## config.mk

```make
export PLATFORM = sky130hd
export DESIGN_NAME = mem_dual_xor_acc
export DESIGN_NICKNAME = d
export VERILOG_FILES = /design/src/rtl/mem_dual_xor_acc_pkg.sv /design/src/rtl/mem_dual_xor_acc_rmw.sv /design/src/rtl/mem_dual_xor_acc.sv
export SDC_FILE = /design/constraint.sdc
export NUM_CORES = 1
export LEC_CHECK = 0
export CAP_MARGIN = 20
export CORE_MARGIN = 2
export CORE_UTILIZATION = 31
export DETAILED_ROUTE_END_ITERATION = 6
export DONT_BUFFER_PORTS = 1
export PLACE_DENSITY_LB_ADDON = 0.12
export SLEW_MARGIN = 10
export SYNTH_ARGS = -nofsm -noshare
export SYNTH_HDL_FRONTEND = slang
export SYNTH_SLANG_ARGS = --single-unit
```

## constraint.sdc

```tcl
create_clock -name clock -period 2.6 [get_ports clock]
set_clock_uncertainty 0.2 [all_clocks]
set_input_delay 0.13 -clock clock [delete_from_list [all_inputs] [get_ports clock]]
set_output_delay 0.13 -clock clock [all_outputs]
set_load 0.005 [all_outputs]
```

## src/rtl/mem_dual_xor_acc_pkg.sv

```systemverilog
// Shared definitions for the dual-port XOR accumulator: FSM encoding and the
// address-width derivation used by every file of the block.
package mem_dual_xor_acc_pkg;

  localparam logic [1:0] ST_IDLE  = 2'd0;
  localparam logic [1:0] ST_CLEAR = 2'd1;
  localparam logic [1:0] ST_ACC   = 2'd2;
  localparam logic [1:0] ST_DRAIN = 2'd3;

  function automatic int mem_aw(input int depth);
    return (depth <= 2) ? 1 : $clog2(depth);
  endfunction

endpackage

```

## src/rtl/mem_dual_xor_acc_rmw.sv

```systemverilog
// S1 read-modify-write stage: holds the accepted item while the RAM read
// returns, forwards the previous write on a back-to-back same-address pair.
module mem_xor_rmw_stage #(
  parameter int WIDTH = 32,
  parameter int AW    = 6
) (
  input  logic             clock,
  input  logic             reset,
  input  logic             acc_valid,
  input  logic [AW-1:0]    acc_addr,
  input  logic [WIDTH-1:0] acc_data,
  input  logic [WIDTH-1:0] mem_q,
  output logic             wr_valid,
  output logic [AW-1:0]    wr_addr,
  output logic [WIDTH-1:0] wr_data
);

  logic             s1_valid_q, s1_valid_d;
  logic [AW-1:0]    s1_addr_q, s1_addr_d;
  logic [WIDTH-1:0] s1_data_q, s1_data_d;
  logic             w_valid_q, w_valid_d;
  logic [AW-1:0]    w_addr_q, w_addr_d;
  logic [WIDTH-1:0] w_data_q, w_data_d;
  logic [WIDTH-1:0] old_word;

  always_comb begin
    // The RAM returns pre-write data when the previous item hit the same word.
    old_word  = (w_valid_q && (w_addr_q == s1_addr_q)) ? w_data_q : mem_q;
    wr_valid  = s1_valid_q;
    wr_addr   = s1_addr_q;
    wr_data   = old_word ^ s1_data_q;
    s1_valid_d = acc_valid;
    s1_addr_d  = acc_valid ? acc_addr : s1_addr_q;
    s1_data_d  = acc_valid ? acc_data : s1_data_q;
    w_valid_d  = s1_valid_q;
    w_addr_d   = s1_addr_q;
    w_data_d   = wr_data;
  end

  always_ff @(posedge clock) begin
    if (reset) begin
      s1_valid_q <= 1'b0;
      w_valid_q  <= 1'b0;
    end else begin
      s1_valid_q <= s1_valid_d;
      w_valid_q  <= w_valid_d;
    end
  end

  always_ff @(posedge clock) begin
    s1_addr_q <= s1_addr_d;
    s1_data_q <= s1_data_d;
    w_addr_q  <= w_addr_d;
    w_data_q  <= w_data_d;
  end

endmodule

```

## src/rtl/mem_dual_xor_acc.sv

```systemverilog
// Dual-port RAM controller: bulk clear, streamed XOR accumulation
// (mem[addr] ^= data at one item per cycle) and single-word readout.
module mem_dual_xor_acc
  import mem_dual_xor_acc_pkg::*;
#(
  parameter int WIDTH = 32,
  parameter int DEPTH = 64,
  localparam int AW   = mem_aw(DEPTH)
) (
  input  logic             clock,
  input  logic             reset,
  input  logic             start_clear,
  input  logic             start_acc,
  input  logic             in_valid,
  output logic             in_ready,
  input  logic [AW-1:0]    in_addr,
  input  logic [WIDTH-1:0] in_data,
  input  logic             in_last,
  input  logic             rd_req,
  input  logic [AW-1:0]    rd_addr,
  output logic             rd_valid,
  output logic [WIDTH-1:0] rd_data,
  output logic             busy,
  output logic             done,
  output logic [AW-1:0]    mem_address_0,
  output logic [WIDTH-1:0] mem_data_0,
  output logic             mem_wren_0,
  input  logic [WIDTH-1:0] mem_q_0,
  output logic [AW-1:0]    mem_address_1,
  output logic [WIDTH-1:0] mem_data_1,
  output logic             mem_wren_1
);

  localparam logic [AW-1:0] CLR_LAST = AW'(DEPTH / 2 - 1);

  logic [1:0]       state_q, state_d;
  logic [AW-1:0]    cnt_q, cnt_d;
  logic             done_q, done_d;
  logic             rd_valid_q, rd_valid_d;
  logic [AW-1:0]    clr_base;
  logic             acc_valid;
  logic             wr_valid;
  logic [AW-1:0]    wr_addr;
  logic [WIDTH-1:0] wr_data;

  mem_xor_rmw_stage #(
    .WIDTH (WIDTH),
    .AW    (AW)
  ) u_rmw (
    .clock     (clock),
    .reset     (reset),
    .acc_valid (acc_valid),
    .acc_addr  (in_addr),
    .acc_data  (in_data),
    .mem_q     (mem_q_0),
    .wr_valid  (wr_valid),
    .wr_addr   (wr_addr),
    .wr_data   (wr_data)
  );

  always_comb begin
    state_d       = state_q;
    cnt_d         = cnt_q;
    done_d        = 1'b0;
    rd_valid_d    = 1'b0;
    in_ready      = 1'b0;
    acc_valid     = 1'b0;
    clr_base      = cnt_q << 1;
    mem_address_0 = rd_addr;
    mem_data_0    = '0;
    mem_wren_0    = 1'b0;
    mem_address_1 = wr_addr;
    mem_data_1    = wr_data;
    mem_wren_1    = wr_valid;
    case (state_q)
      ST_IDLE: begin
        if (start_clear) begin
          state_d = ST_CLEAR;
          cnt_d   = '0;
        end else if (start_acc) begin
          state_d = ST_ACC;
        end else if (rd_req) begin
          rd_valid_d = 1'b1;
        end
      end
      ST_CLEAR: begin
        // Even word on port 0, odd word on port 1, so addresses never collide.
        mem_address_0 = clr_base;
        mem_wren_0    = 1'b1;
        mem_address_1 = clr_base | AW'(1);
        mem_data_1    = '0;
        mem_wren_1    = 1'b1;
        if (cnt_q == CLR_LAST) begin
          state_d = ST_IDLE;
          done_d  = 1'b1;
        end else begin
          cnt_d = cnt_q + AW'(1);
        end
      end
      ST_ACC: begin
        in_ready      = 1'b1;
        mem_address_0 = in_addr;
        acc_valid     = in_valid;
        if (in_valid && in_last) state_d = ST_DRAIN;
      end
      ST_DRAIN: begin
        state_d = ST_IDLE;
        done_d  = 1'b1;
      end
      default: state_d = ST_IDLE;
    endcase
  end

  always_ff @(posedge clock) begin
    if (reset) begin
      state_q    <= ST_IDLE;
      cnt_q      <= '0;
      done_q     <= 1'b0;
      rd_valid_q <= 1'b0;
    end else begin
      state_q    <= state_d;
      cnt_q      <= cnt_d;
      done_q     <= done_d;
      rd_valid_q <= rd_valid_d;
    end
  end

  assign busy     = (state_q != ST_IDLE);
  assign done     = done_q;
  assign rd_valid = rd_valid_q;
  assign rd_data  = rd_valid_q ? mem_q_0 : '0;

endmodule

```

==> results.md, run 1 <==
- Status: finished, final reports clean
- Max Fanout on Critical Path: 23
- Initial drt markers: 132
- Worst path max stage delay: 0.45 ns
- Die W: between 100 and 150 um
- Critical Path Slowest Stage Cell: edfxtp_1
- Worst-path clk slew: 0.07 ns
- Clock root buffer: clkbuf_16
- Largest cells by area after synthesis: edfxtp_1, dfxtp_1, nor2b_1
- Kind of critical path: register to output port
- Die ar.: 0.01743 mm2
- RePlAce Congestion: a little under 0.8
- Critical R2R Launch: state_q[0]
- Worst hold stages: 2
- Vias per cell: 4.770
- WP data required: 2.27 ns
- CTS Buf Count: 9
- Worst-Margin Slew: 0.5957 ns
- Non-Filler Instances: about 800
- Leakage dissipation: 0.002387 uW
- Post-synth top area share: 22.46%
- Antenna-violating nets left: 0
- TritonCTS clock tree: yes
- I/O Buffers: 0
- Hold Violations, Final: 0
- PnR worst setup slack: around 0.22 ns
- Nets: just under 700
- Worst slack, placed: 0.4524 ns
- HP Start: in_valid
- WL per Instance: 15.54 um
- Final Power: 4227 uW
- Tcrit/Tclk final: 91.45%
- Crit path max-delay family: flip-flops
- Vias in the first global route: roughly 3900
- Num rows: 46
- Largest net degree at the start of global routing: 40
- Maxcap violations: 0
- Most common cell in the synthesized netlist: nor2b_1
- Htree depth: 3
- Critical path cell sequence: xnor2_1 -> and4_4 -> buf_12 -> o211ai_1 -> a21oi_1
- Crit path arrival time: 2.05 ns
- Avg Inst Size Synth: between 9 and 10 um2
- Synth Warn #: 0
- Top FF cell, synth: dfxtp_1
- Critical Path End Type: output port
- DRT Pass-1 Iters: 4
- Hold/Removal Path Class: primary input to register
- Share of cells above drive strength 1: 13.34%
- Initial antenna violation count: 0
- FF-to-FF setup slack: 0.29 ns
- Initial Util: between 30% and 40%
- Slew margin rel.: 60.23%
- Commonest cells in the synthesized netlist: nor2b_1, dfxtp_1, nand2_1
- Crit path time final: between 2 and 2.5 ns
- Leading area contributor after synthesis: edfxtp_1
- Vias: approximately 3900
- Max VDD drop: 406.2 uV
- Final setup violation count: 0
- Clock Path Buffers: 2
- Synth cell types: between 40 and 50
- P&R area growth vs syn: 22.29%
- First-pass GRT wire length: 20.40 mm
- Hold endpoint: u_rmw.wr_addr[1]
- Inst Count DP: 730
- Crit path launch type: register
- Sequential element share of the synthesized area: a little over two fifths
- Synth Cell Area: 0.005080 mm2
- Final wirelength: 12.79 mm
- Io pins: 197
- CP bufs+invs: 1
- R2R depth: 7
- Cell Pwr Density: about 700 mW/mm2
- Total GRT Usage: between 10 and 15%
- Height of the die: 132.0 um
- Core area: between 0.015 and 0.02 mm2
- Asr flop ratio synth: 0%
- Final Max Tran Viols: 0
- FF+latch count, synth: 88
- FMAX: ~420 MHz
- Post-synth EDFFs: 38
- Layout fillers: between 1500 and 2000
- Detail Placement HPWL: 8.703 mm
- Drt drc: 0
- Clock Latency Late Sink: 0.34 ns
- Synthesized instance count: 530
- RR Endpoint: state_q[0]
- Setup TNS: 0 ns
- # clock sinks: roughly 90
- Gr ovfl total: 0
- RSZ-0062 raised after global routing: false
- Antenna Cells: 0
-- worst max-delay path by stage --
stage,startpoint,endpoint,slack [ns],cells after the start
3_5_place_dp,u_rmw.wr_addr[1],mem_data_1[0],0.45,5
2_1_floorplan,state_q[0],u_rmw.s1_data_q[0],0.17,4
3_3_place_gp,u_rmw.wr_addr[3],mem_data_1[21],0.45,5
4_1_cts,u_rmw.wr_addr[1],mem_data_1[0],0.07,5
5_1_grt,u_rmw.wr_addr[3],mem_data_1[21],0.07,5
6_report,u_rmw.wr_addr[3],mem_data_1[21],0.22,5
-- flip-flops by register name, summed over array words and instances, names as in the netlist --
| register | count |
|---|---|
| done | 1 |
| cnt_q | 6 |
| state_q | 2 |
| u_rmw.wr_valid | 1 |
| u_rmw.w_valid_q | 1 |
| u_rmw.s1_data_q | 32 |
| u_rmw.w_data_q | 32 |
| u_rmw.w_addr_q | 6 |
| rd_valid | 1 |
| u_rmw.wr_addr | 6 |
-- logic make-up after synthesis --
family	after synthesis	share of synthesized area [%]
AND/OR/NAND/NOR	232	27.41
AO/OA/AOI/OAI	126	17.51
flip-flops	88	42.17
buffers and inverters	68	9.704
XOR/XNOR	6	1.034
adder cells (fa/ha/maj)	5	1.232
multiplexers	4	0.8620
other	1	0.07382
-- power breakdown --
part           internal [uW]  switching [uW]  total, uW
registers               1620             101       1720
logic                    473             711       1180
clock network            770             550       1320
total                   2860            1360       4230
-- cells in the final DEF (no fill, tap or decap), types with 3 or more instances in the layout --
master,netlist,routed
o22ai_1,33,33
a21oi_1,38,38
and2b_2,28,28
o32ai_1,3,3
dfxtp_1,50,50
edfxtp_1,38,38
buf_12,3,3
and2_1,33,32
or2_2,3,3
nor2b_1,102,102
dlygate4sd3_1,0,77
a31oi_1,5,5
o21ai_0,3,3
nor2_1,9,9
mux2_2,3,3
o211ai_1,17,17
xnor2_1,6,6
o211ai_2,15,15
clkbuf_16,0,9
a22oi_1,3,3
nand2_1,43,43
inv_1,10,10
ha_1,5,4
buf_4,34,8
nand2b_1,3,3
conb_1,1,32
nand3_1,3,3
-- what timing repair did --
action	CTS	global route
hold buffers	77	0
endpoints found under the setup margin	0	8
buffers inserted	0	0
gates resized for setup	0	2
endpoints found under the hold margin	82	0
-- per-stage QoR --
stage	hold WS [ns]	utilization, %	cell area (um2)
detailed placement	0.005458	32.22	5137
global route	0.1633	38.97	6212
CTS	0.1575	38.93	6207
global placement	0.004363	32.22	5137
floorplan	0.02887	-	5196
finish	0.1505	38.97	6212
-- worst register-to-register path, stage by stage, from the launching register on --
cell and delay (ns):
dfxtp_1 0.33, inv_1 0.11, ha_1 0.25, nand2b_1 0.16, or2_2 0.34, a31o_1 0.18
dlygate4sd3_1 0.55, a21oi_1 0.12
-- routing by layer --
layer  part of all wire (%)  global-route usage (%)  up-vias
met5                      0                       0        -
met4                    1.6                   5.737        0
met3                    5.3                   3.114       13
met2                     47                   24.68      136
met1                     46                   18.49     1843
li1                       -                       -     1934
-- cell type report --
class                      instances  area (um2)  area share [%]
inverter                          10       37.54          0.6042
clock buffer                      11       242.7           3.907
clock inverter                     5       56.30          0.9063
multi-input combinational        405        2572           41.41
sequential                        88        2142           34.48
timing repair buffer              88       890.9           14.34
tap                              216       270.3           4.350
Power figures use the tool's default switching activity.
==> run 2: changes to the inputs <==
- clock period: 2.6 -> 2.8 ns (I/O delays scaled with it)
==> run 2 against run 1 <==
Net effect: via count up 0.28%; final cell count is the same; sequential share of layout area increased by 0.17 points; sequential power shrank 7%; non-clock buffer count unchanged; critical path depth increased by 2; clock power fell by 9.8%; die area stayed put; global-route usage is 0.20 points lower; wire length up 0.44%; worst hold slack improved by 0.042 ns; sequential cell count unchanged.
==> results.md, run 2 (synthesized netlist as in run 1, its figures left out) <==
- Num rows: 46 (unchanged)
- Worst-Margin Slew: 0.5242 ns (-0.07149 ns)
- FMAX: 399.6 MHz
- Die W: 132.0 um (unchanged)
- Non-Filler Instances: 823 (unchanged)
- Commonest non-fill, non-tap cell in the layout: nor2b_1
- Nets: 690 (unchanged)
- Inst Count DP: 730 (unchanged)
- FF-to-FF setup slack: 0.30 ns (about the same)
- DRT Pass-1 Iters: 4 (unchanged)
- Drt drc: 0 (unchanged)
- HP Start: mem_q_0[0]
- Sw frac: 34.10% (+1.9 points)
- Height of the die: 132.0 um (unchanged)
- Die ar.: 0.01743 mm2 (unchanged)
- Max Fanout on Critical Path: 23 (unchanged)
- Gr ovfl total: 0 (unchanged)
- Worst hold stages: 1 (-1)
- Vias per cell: 4.784 (+0.28%)
- Kind of critical path: register to register
- Worst slack, placed: 0.6815 ns (+0.2291 ns)
- Critical Path End Type: register
- CTS Buf Count: 9 (unchanged)
- WL per Instance: 15.61 um (+0.44%)
- Crit path launch type: register
- P&R area growth vs syn: 21.67%
- Utilization after layout: 38.77% (-0.20 points)
- Largest net degree at the start of global routing: 33 (-18%)
- Initial antenna violation count: 0 (unchanged)
- Tightest hold margin: 0.1926 ns (+0.04208 ns)
- Initial Util: 31.86% (unchanged)
- Maxcap violations: 0 (unchanged)
- Cell internal pwr: 2560 uW (-11%)
- Leakage dissipation: 0.002381 uW (-0.26%)
- Critical R2R Launch: state_q[1]
- TritonCTS clock tree: yes
- Total GRT Usage: 14.51% (-0.20 points)
- RSZ-0062 raised after global routing: false
- RePlAce Congestion: 0.7267 (-5.9%)
- Post-CTS setup buffers: 0 (unchanged)
- Initial drt markers: 127 (-3.8%)
- Max VDD drop: 469.2 uV (+16%)
- Tcrit/Tclk final: 89.38%
- RR Endpoint: state_q[0]
- Hold Violations, Final: 0 (unchanged)
- Hold endpoint: rd_data[0]
- Vias in the first global route: 3973 (+0.68%)
- Cell Pwr Density: 628.4 mW/mm2 (-7.6%)
- Vias: 3937 (+0.28%)
- Clock Latency Late Sink: 0.35 ns (about the same)
- PnR worst setup slack: 0.2973 ns (+0.07490 ns)
- Sequential Power Share: 41.1% (+0.3 points)
- Most frequent cells in the layout: nor2b_1, dlygate4sd3_1, dfxtp_1
- Clock root buffer: clkbuf_16
- Clk network pwr share: 30.6% (-0.6 points)
- Htree depth: 3 (unchanged)
- R2R depth: 7 (unchanged)
- Largest registers: u_rmw.s1_data_q x32, u_rmw.w_data_q x32
- Setup TNS: 0 ns (unchanged)
- Worst-path clk slew: 0.07 ns (about the same)
- Crit path time final: 2.503 ns
- Io pins: 197 (unchanged)
- I/O Buffers: 0 (unchanged)
- WP data required: 2.88 ns (+0.61 ns)
- Share of cells above drive strength 1: 13.51% (+0.16 points)
- Logic pwr share: 28.3% (+0.3 points)
- Crit path arrival time: 2.58 ns (+0.53 ns)
- First-pass GRT wire length: 20.20 mm (-0.98%)
- Slew margin rel.: 64.94% (+4.7 points)
- Detail Placement HPWL: 8.682 mm (-0.24%)
- # clock sinks: 88 (unchanged)
- Antenna Cells: 0 (unchanged)
- Final setup violation count: 0 (unchanged)
- Antenna-violating nets left: 0 (unchanged)
- Status: finished, final reports clean
- Layout fillers: 1635 (+2.2%)
- Final wirelength: 12.85 mm (+0.44%)
- Clock Path Buffers: 2 (unchanged)
- Psw: 1324 uW (-2.8%)
- Final Max Tran Viols: 0 (unchanged)
- Core area: 0.01594 mm2 (unchanged)
- Hold/Removal Path Class: primary input to output port
run 2: cell count changes in the layout (fill, tap and decap cells not counted), sizes merged:
cell,change
bufinv,-1
clkbuf,-2
clkinv,-2
inv,+5
run 2: what timing repair did:
item,in CTS,in global routing
hold buffers,77,0
resized for setup,0,0
endpoints found under the hold margin,82,0
run 2: cell type report:
cell class / instances / area, um2 / area share (%)
Multi-Input combinational cell: 405 / 2567 / 41.54
Sequential cell: 88 / 2142 / 34.66
Timing Repair Buffer: 88 / 878.3 / 14.21
Tap cell: 216 / 270.3 / 4.372
Clock buffer: 9 / 225.2 / 3.644
Clock inverter: 7 / 60.06 / 0.9717
Inverter: 10 / 37.54 / 0.6073
run 2: critical path, stage by stage (launching register included):
cell and delay, ns:
dfxtp_1 0.34, inv_1 0.08, ha_2 0.28, buf_4 0.33, a21bo_2 0.30, a31o_1 0.22
dlygate4sd3_1 0.56, a21oi_1 0.12
run 2: routing by layer:
| metal | global-route usage [%] | vias to the layer above | share of wire (%) |
|---|---|---|---|
| li1 | - | 1930 | - |
| met1 | 17.62 | 1859 | 45 |
| met2 | 24.86 | 138 | 47 |
| met3 | 4.344 | 10 | 6.4 |
| met4 | 4.167 | 0 | 1.2 |
| met5 | 0 | - | 0 |
run 2: how the worst max path moves through the flow:
| stage | from | end | slack, ns | cells after the start |
|---|---|---|---|---|
| after floorplan | state_q[0] | u_rmw.s1_data_q[0] | 0.37 | 4 |
| after global placement | u_rmw.wr_addr[3] | mem_data_1[21] | 0.68 | 5 |
| after detailed placement | u_rmw.wr_addr[2] | mem_data_1[21] | 0.68 | 5 |
| after CTS | u_rmw.wr_addr[2] | mem_data_1[21] | 0.28 | 5 |
| after global routing | u_rmw.wr_addr[2] | mem_data_1[21] | 0.17 | 5 |
| final | state_q[1] | state_q[0] | 0.30 | 7 |
run 2: metrics by stage:
stage | power (uW) | instance area (um2)
after floorplan | 2418 | 5196
after global placement | 2627 | 5125
after detailed placement | 2643 | 5125
after CTS | 3956 | 6181
after global routing | 4119 | 6181
final | 3884 | 6181
run 2: power by group through the flow:
stage          sequential [uW]  clock, uW  combinational (uW)
2_1_floorplan             1600          0                 816
3_3_place_gp              1620          0                1010
3_5_place_dp              1630          0                1020
4_1_cts                   1600       1240                1120
5_1_grt                   1620       1280                1220
6_report                  1600       1190                1100
